==> config.mk <==
export PLATFORM = sky130hd
export DESIGN_NAME = gcd_req_driver_flat
export DESIGN_NICKNAME = d
export VERILOG_FILES = /design/src/rtl/gcd_req_driver_if.sv /design/src/rtl/gcd_req_driver.sv /design/src/flat_wrapper.sv
export SDC_FILE = /design/constraint.sdc
export NUM_CORES = 1
export LEC_CHECK = 0
export BUFFER_PORTS_ARGS = -buffer_cell sky130_fd_sc_hd__buf_2
export CAP_MARGIN = 25
export CELL_PAD_IN_SITES_DETAIL_PLACEMENT = 0
export CELL_PAD_IN_SITES_GLOBAL_PLACEMENT = 1
export CORE_MARGIN = 1
export CORE_UTILIZATION = 30
export DETAILED_ROUTE_END_ITERATION = 7
export PLACE_DENSITY = 0.69
export RECOVER_POWER = 50
export SLEW_MARGIN = 25
export SYNTH_ARGS = -nofsm -noshare
export SYNTH_HDL_FRONTEND = slang
export SYNTH_SLANG_ARGS = --single-unit
==> constraint.sdc <==
create_clock -name clk -period 4.5 [get_ports clk]
set_input_delay 0.675 -clock clk [delete_from_list [all_inputs] [get_ports clk]]
set_output_delay 0.675 -clock clk [all_outputs]
set_load 0.01 [all_outputs]
==> src/rtl/gcd_req_driver_if.sv <==
// Start/done handshake between the batch driver (master) and a sequential GCD core (slave).
// Operands and start flow toward the core, the result and done flow back.
interface gcd_req_driver_if #(
  parameter int W = 8
);
  logic [W-1:0] core_a;
  logic [W-1:0] core_b;
  logic         core_start;
  logic [W-1:0] core_gcd;
  logic         core_done;

  modport master (
    output core_a,
    output core_b,
    output core_start,
    input  core_gcd,
    input  core_done
  );

  modport slave (
    input  core_a,
    input  core_b,
    input  core_start,
    output core_gcd,
    output core_done
  );
endinterface

==> src/rtl/gcd_req_driver.sv <==
// Batch initiator for a sequential GCD core: issues a host-loaded table of operand pairs one by
// one over a level start/done handshake and records each result with a per-entry timeout flag.
module gcd_req_driver #(
  parameter int W       = 8,
  parameter int DEPTH   = 4,
  parameter int AW      = 2,
  parameter int TIMEOUT = 255
) (
  input  logic             clk,
  input  logic             rst,
  input  logic             i_load,
  input  logic [AW-1:0]    i_ld_addr,
  input  logic [W-1:0]     i_ld_a,
  input  logic [W-1:0]     i_ld_b,
  input  logic             i_go,
  output logic             o_busy,
  output logic             o_finished,
  output logic [AW:0]      o_err_count,
  input  logic [AW-1:0]    i_rd_addr,
  output logic [W-1:0]     o_rd_gcd,
  output logic             o_rd_err,
  gcd_req_driver_if.master core
);

  typedef enum logic [1:0] {
    S_IDLE,
    S_WAIT,
    S_RELEASE,
    S_FINISH
  } state_t;

  localparam logic [15:0]   TIMEOUT_L = 16'(TIMEOUT);
  localparam logic [AW-1:0] LAST_IDX  = AW'(DEPTH - 1);

  state_t        r_state;
  state_t        w_state_nxt;

  logic [W-1:0]  r_op_a [DEPTH];
  logic [W-1:0]  r_op_b [DEPTH];
  logic [W-1:0]  r_res  [DEPTH];
  logic [DEPTH-1:0] r_err;

  logic [AW-1:0] r_idx;
  logic [15:0]   r_timer;
  logic [AW:0]   r_err_count;
  logic [W-1:0]  r_core_a;
  logic [W-1:0]  r_core_b;
  logic          r_core_start;
  logic          r_busy;
  logic          r_finished;

  logic          w_issue;
  logic          w_capture;
  logic          w_timeout;
  logic          w_tick;
  logic          w_ld_en;
  logic          w_fwd;
  logic          w_go;
  logic [AW-1:0] w_issue_idx;
  logic [W-1:0]  w_issue_a;
  logic [W-1:0]  w_issue_b;

  // A write in the same cycle as go must reach the core, so the issued pair bypasses the table.
  assign w_ld_en     = i_load && (r_state == S_IDLE);
  assign w_issue_idx = (r_state == S_IDLE) ? '0 : r_idx + 1'b1;
  assign w_fwd       = w_ld_en && (i_ld_addr == w_issue_idx);
  assign w_issue_a   = w_fwd ? i_ld_a : r_op_a[w_issue_idx];
  assign w_issue_b   = w_fwd ? i_ld_b : r_op_b[w_issue_idx];
  assign w_go        = w_issue && (r_state == S_IDLE);

  always_ff @(posedge clk or posedge rst) begin
    if (rst) r_state <= S_IDLE;
    else     r_state <= w_state_nxt;
  end

  always_comb begin
    // NOTE: every output of this block gets a default first so no path can infer a latch.
    w_state_nxt = r_state;
    w_issue     = 1'b0;
    w_capture   = 1'b0;
    w_timeout   = 1'b0;
    w_tick      = 1'b0;
    unique case (r_state)
      S_IDLE: begin
        if (i_go) begin
          w_issue     = 1'b1;
          w_state_nxt = S_WAIT;
        end
      end
      S_WAIT: begin
        if (core.core_done) begin
          w_capture   = 1'b1;
          w_state_nxt = S_RELEASE;
        end else if (r_timer == TIMEOUT_L) begin
          w_timeout   = 1'b1;
          w_state_nxt = S_RELEASE;
        end else begin
          w_tick      = 1'b1;
        end
      end
      S_RELEASE: begin
        // A core that keeps done high must drop it first, or its stale done ends the next entry.
        if (!core.core_done || r_err[r_idx]) begin
          if (r_idx == LAST_IDX) begin
            w_state_nxt = S_FINISH;
          end else begin
            w_issue     = 1'b1;
            w_state_nxt = S_WAIT;
          end
        end
      end
      S_FINISH: w_state_nxt = S_IDLE;
      default:  w_state_nxt = S_IDLE;
    endcase
  end

  always_ff @(posedge clk or posedge rst) begin
    if (rst) begin
      // NOTE: the tables are reset too, because the host must read back zeros after reset.
      for (int i = 0; i < DEPTH; i++) begin
        r_op_a[i] <= '0;
        r_op_b[i] <= '0;
        r_res[i]  <= '0;
      end
      r_err        <= '0;
      r_idx        <= '0;
      r_timer      <= '0;
      r_err_count  <= '0;
      r_core_a     <= '0;
      r_core_b     <= '0;
      r_core_start <= 1'b0;
      r_busy       <= 1'b0;
      r_finished   <= 1'b0;
    end else begin
      // NOTE: non-blocking assignments keep every register updating from pre-edge values.
      if (w_ld_en) begin
        r_op_a[i_ld_addr] <= i_ld_a;
        r_op_b[i_ld_addr] <= i_ld_b;
      end
      if (w_go) begin
        r_err       <= '0;
        r_err_count <= '0;
      end
      if (w_issue) begin
        r_idx    <= w_issue_idx;
        r_core_a <= w_issue_a;
        r_core_b <= w_issue_b;
        r_timer  <= '0;
      end
      if (w_tick) r_timer <= r_timer + 16'd1;
      if (w_capture) begin
        r_res[r_idx] <= core.core_gcd;
        r_err[r_idx] <= 1'b0;
      end
      if (w_timeout) begin
        r_res[r_idx] <= '0;
        r_err[r_idx] <= 1'b1;
        r_err_count  <= r_err_count + 1'b1;
      end
      r_core_start <= (w_state_nxt == S_WAIT);
      r_busy       <= (w_state_nxt != S_IDLE);
      r_finished   <= (w_state_nxt == S_FINISH);
    end
  end

  assign core.core_a     = r_core_a;
  assign core.core_b     = r_core_b;
  assign core.core_start = r_core_start;

  assign o_busy      = r_busy;
  assign o_finished  = r_finished;
  assign o_err_count = r_err_count;
  assign o_rd_gcd    = r_res[i_rd_addr];
  assign o_rd_err    = r_err[i_rd_addr];

endmodule

==> src/flat_wrapper.sv <==
// flat-port wrapper written by rule: the top's interface ports become plain ports
module gcd_req_driver_flat 
#(
  parameter int W       = 8,
  parameter int DEPTH   = 4,
  parameter int AW      = 2,
  parameter int TIMEOUT = 255
)
  (clk, rst, i_load, i_ld_addr, i_ld_a, i_ld_b, i_go, o_busy, o_finished, o_err_count, i_rd_addr, o_rd_gcd, o_rd_err, core_core_a, core_core_b, core_core_start, core_core_gcd, core_core_done);
  gcd_req_driver_if #(.W(W)) core_i ();
  input  logic clk;
  input  logic rst;
  input  logic i_load;
  input  logic [AW-1:0] i_ld_addr;
  input  logic [W-1:0] i_ld_a;
  input  logic [W-1:0] i_ld_b;
  input  logic i_go;
  output logic o_busy;
  output logic o_finished;
  output logic [AW:0] o_err_count;
  input  logic [AW-1:0] i_rd_addr;
  output logic [W-1:0] o_rd_gcd;
  output logic o_rd_err;
  output wire logic [$bits(core_i.core_a)-1:0] core_core_a;
  output wire logic [$bits(core_i.core_b)-1:0] core_core_b;
  output wire logic [$bits(core_i.core_start)-1:0] core_core_start;
  input wire logic [$bits(core_i.core_gcd)-1:0] core_core_gcd;
  input wire logic [$bits(core_i.core_done)-1:0] core_core_done;
  assign core_core_a = core_i.core_a;
  assign core_core_b = core_i.core_b;
  assign core_core_start = core_i.core_start;
  assign core_i.core_gcd = core_core_gcd;
  assign core_i.core_done = core_core_done;
  gcd_req_driver #(.W(W), .DEPTH(DEPTH), .AW(AW), .TIMEOUT(TIMEOUT)) u_core (.clk(clk), .rst(rst), .i_load(i_load), .i_ld_addr(i_ld_addr), .i_ld_a(i_ld_a), .i_ld_b(i_ld_b), .i_go(i_go), .o_busy(o_busy), .o_finished(o_finished), .o_err_count(o_err_count), .i_rd_addr(i_rd_addr), .o_rd_gcd(o_rd_gcd), .o_rd_err(o_rd_err), .core(core_i));
endmodule
==> results.sh <==
export IMPL_ios=64
export IMPL_die_area_um2=22900
export IMPL_outcome="complete, but fails checks"
export IMPL_seq_area_frac_synth_pct=53.2
export IMPL_failed_checks="capacitance limit, slew limit"
export IMPL_dpl_hpwl_um=10500
export IMPL_place_congestion=0.744
export IMPL_cts_buffers_inserted=17
export IMPL_cap_violations=1
export IMPL_synth_common_cells="142 x dfrtp_1, 132 x nand2_1, 65 x mux2_2, 58 x a21oi_1, 21 x nand3_1"
export IMPL_power_leakage_nw=3.49
export IMPL_path_clk_slew_ps=60
export IMPL_wl_per_cell_um=16.8
export IMPL_min_from="u_core.o_err_count[2]$_DFFE_PP0P_"
export IMPL_fin_tns_setup_ps=0
export IMPL_drt_pass1_iterations=4
export IMPL_finalHoldViolCount=0
export IMPL_netlist_area_um2=6680
export IMPL_synth_top_area_share_pct=53.2
export IMPL_arrival_ps=3190
export IMPL_grt_usage_pct=15.2
export IMPL_rsz0062_at_grt="false"
export IMPL_async_reset_ff_share_pct=100
export IMPL_clock_skew_ps=12.6
export IMPL_antenna_left=0
export IMPL_reg2reg_slack_ps=1870
export IMPL_core_um2=21800
export IMPL_hold_buffers=0
export IMPL_syn_area_per_cell_um2=10.9
export IMPL_startpoint_type="input port"
export IMPL_cts_sinks=142
export IMPL_reg2reg_from="u_core.r_state[1]$_DFF_PP0_"
export IMPL_fin_crit_sh_pct=62.9
export IMPL_grt_start_max_net_pins=104
export IMPL_worstPathMaxFanout=103
export IMPL_tritoncts="done"
export IMPL_slew_violations=104
export IMPL_dp_slack_ps=1690
export IMPL_worstHoldEndpoint="u_core.o_err_count[2]$_DFFE_PP0P_"
export IMPL_synth_nets=653
export IMPL_synth_most_common_cell="dfrtp_1"
export IMPL_vias=4745
export IMPL_holdPathStages=1
export IMPL_finalNetCount=709
export IMPL_clock_latency_ps=420
export IMPL_netlist_instances=614
export IMPL_portBuffers=63
export IMPL_ys_types=49
export IMPL_grt_pass1_wl_um=26300
export IMPL_grt_ovfl_total=0
export IMPL_reg2reg_to="u_core.r_op_b[28]$_DFFE_PP0P_"
export IMPL_drcViolationCount=0
export IMPL_drt_total_wl_um=16300
export IMPL_synth_area_top_cells="dfrtp_1 53%, mux2_2 11%, nand2_1 7.4%, a21oi_1 4.3%, mux4_2 3.4%"
export IMPL_syn_to_final_growth_pct=17.1
export IMPL_slew_headroom_pct=-52.0
export IMPL_setup_viol=0
export IMPL_hold_path_class="reg2reg"
export IMPL_cts_root_buf="clkbuf_16"
export IMPL_synth_edf_count=0
export IMPL_synth_warnings=0
export IMPL_dp_cells=931
export IMPL_layout_setup_ws_ps=1670
export IMPL_die_w_um=151
export IMPL_chipHeight_um=151
export IMPL_ctsResizeCount=0
export IMPL_grt_pass1_vias=4748
export IMPL_start_util_pct=30.6
export IMPL_htreeDepth=4
export IMPL_max_freq_mhz=354
export IMPL_drive_above_1_share_pct=26.4
export IMPL_worst_pin_slew_ps=2280
export IMPL_drt_iter0_drc=252
export IMPL_irDropWorstVdd_mv=0.290
export IMPL_avgViaCountPerCell=4.91
export IMPL_rows=54
export IMPL_cp_end_kind="asynchronous set/reset pin"
export IMPL_cts_setup_buffers=0
export IMPL_synth_top_area_cell="dfrtp_1"
export IMPL_p_per_area_nw_per_um2=676
export IMPL_ys_dominant_reg_cell="dfrtp_1"
export IMPL_min_period_ps=2830
export IMPL_rr_worst_depth=4
export IMPL_clk_path_buf_depth=2
export IMPL_critPathKind="in2async"
export IMPL_critical_path_required_ps=4860
export IMPL_antenna_found_initial=3
export IMPL_layout_cells_non_filler=966
export IMPL_ys_ff_latch=142
## flip-flops by register name, indices dropped and copies added (netlist names), 3 cells and up
register            count
u_core.r_op_a          32
u_core.r_res           32
u_core.r_op_b          32
u_core.r_timer         16
u_core.core.core_b      8
u_core.r_err            4
u_core.o_err_count      3
u_core.core.core_a      8
## critical path: stages
cell and delay, ps:
clkbuf_1 100, clkinvlp_4 1400, clkbuf_1 930
## cells by family after synthesis
group	after synthesis	synth area share [%]
simple gates	204	14.3
flops	142	53.2
compound gates	119	10.4
mux	94	17.2
buf+inv	43	2.98
xor+xnor	6	0.787
fa+ha+maj	6	1.12
## cell usage in the layout, fill, tap and decap left out, drive strengths merged, types with 4 or more instances in the layout
cell type	n
buf	55
xor2	5
mux2	65
nor3	4
a21oi	58
nand4	4
a31o	4
o21ai	25
nand2	132
mux2i	19
a22oi	16
and3	5
clkbuf	34
inv	16
dfrtp	142
nor2	16
ha	6
nand3	21
and2	5
mux4	10
nor4	4
## worst max-delay path by stage
| stage | start | end | slack (ps) | depth (start not counted) |
|---|---|---|---|---|
| final | rst | u_core.r_res[22]$_DFF_PP0_ | 1670 | 3 |
| after global routing | rst | u_core.r_res[29]$_DFF_PP0_ | 1140 | 3 |
| after CTS | u_core.r_state[1]$_DFF_PP0_ | u_core.r_op_b[28]$_DFFE_PP0P_ | 1880 | 4 |
| after detailed placement | i_load | u_core.r_op_b[25]$_DFFE_PP0P_ | 1690 | 5 |
| after global placement | i_load | u_core.r_op_b[26]$_DFFE_PP0P_ | 1720 | 5 |
| after floorplan | rst | u_core.core.core_a[0]$_DFFE_PP0P_ | 20 | 1 |
## power by group
part	leakage (nW)	switching, W	internal, W	total (W)
logic	1.42	0.000985	0.000813	0.00180
clock network	0.284	0.000604	0.000796	0.00140
registers	1.79	0.000290	0.00180	0.00209
total	3.49	0.00188	0.00341	0.00529
## area by class of cell
class,instances,area (µm²)
tap,280,350
multi-input combinational,429,2940
clock inverter,14,148
clock buffer,18,439
sequential,142,3550
timing repair buffer,71,350
fill,2196,14000
antenna,3,7.51
inverter,9,37.5
## metal layers
| metal | vias up | routed length, µm | part of all wire (%) | GRT usage [%] |
|---|---|---|---|---|
| met4 | 0 | 190 | 1.2 | 4.45 |
| li1 | 2279 | - | - | - |
| met5 | - | 0 | 0 | 0 |
| met2 | 94 | 7740 | 48 | 24.2 |
| met1 | 2358 | 7700 | 47 | 20.5 |
| met3 | 14 | 635 | 3.9 | 3.73 |
## per-stage QoR
stage	util (%)	total power, W	instance area [µm²]	hold slack, ps
CTS	35.9	0.00537	7840	475
global placement	33.2	0.00389	7250	455
floorplan	-	0.00338	6680	440
finish	35.8	0.00529	7820	473
detailed placement	33.2	0.00394	7250	466
global route	35.8	0.00567	7820	495
Power figures use the tool's default switching activity.
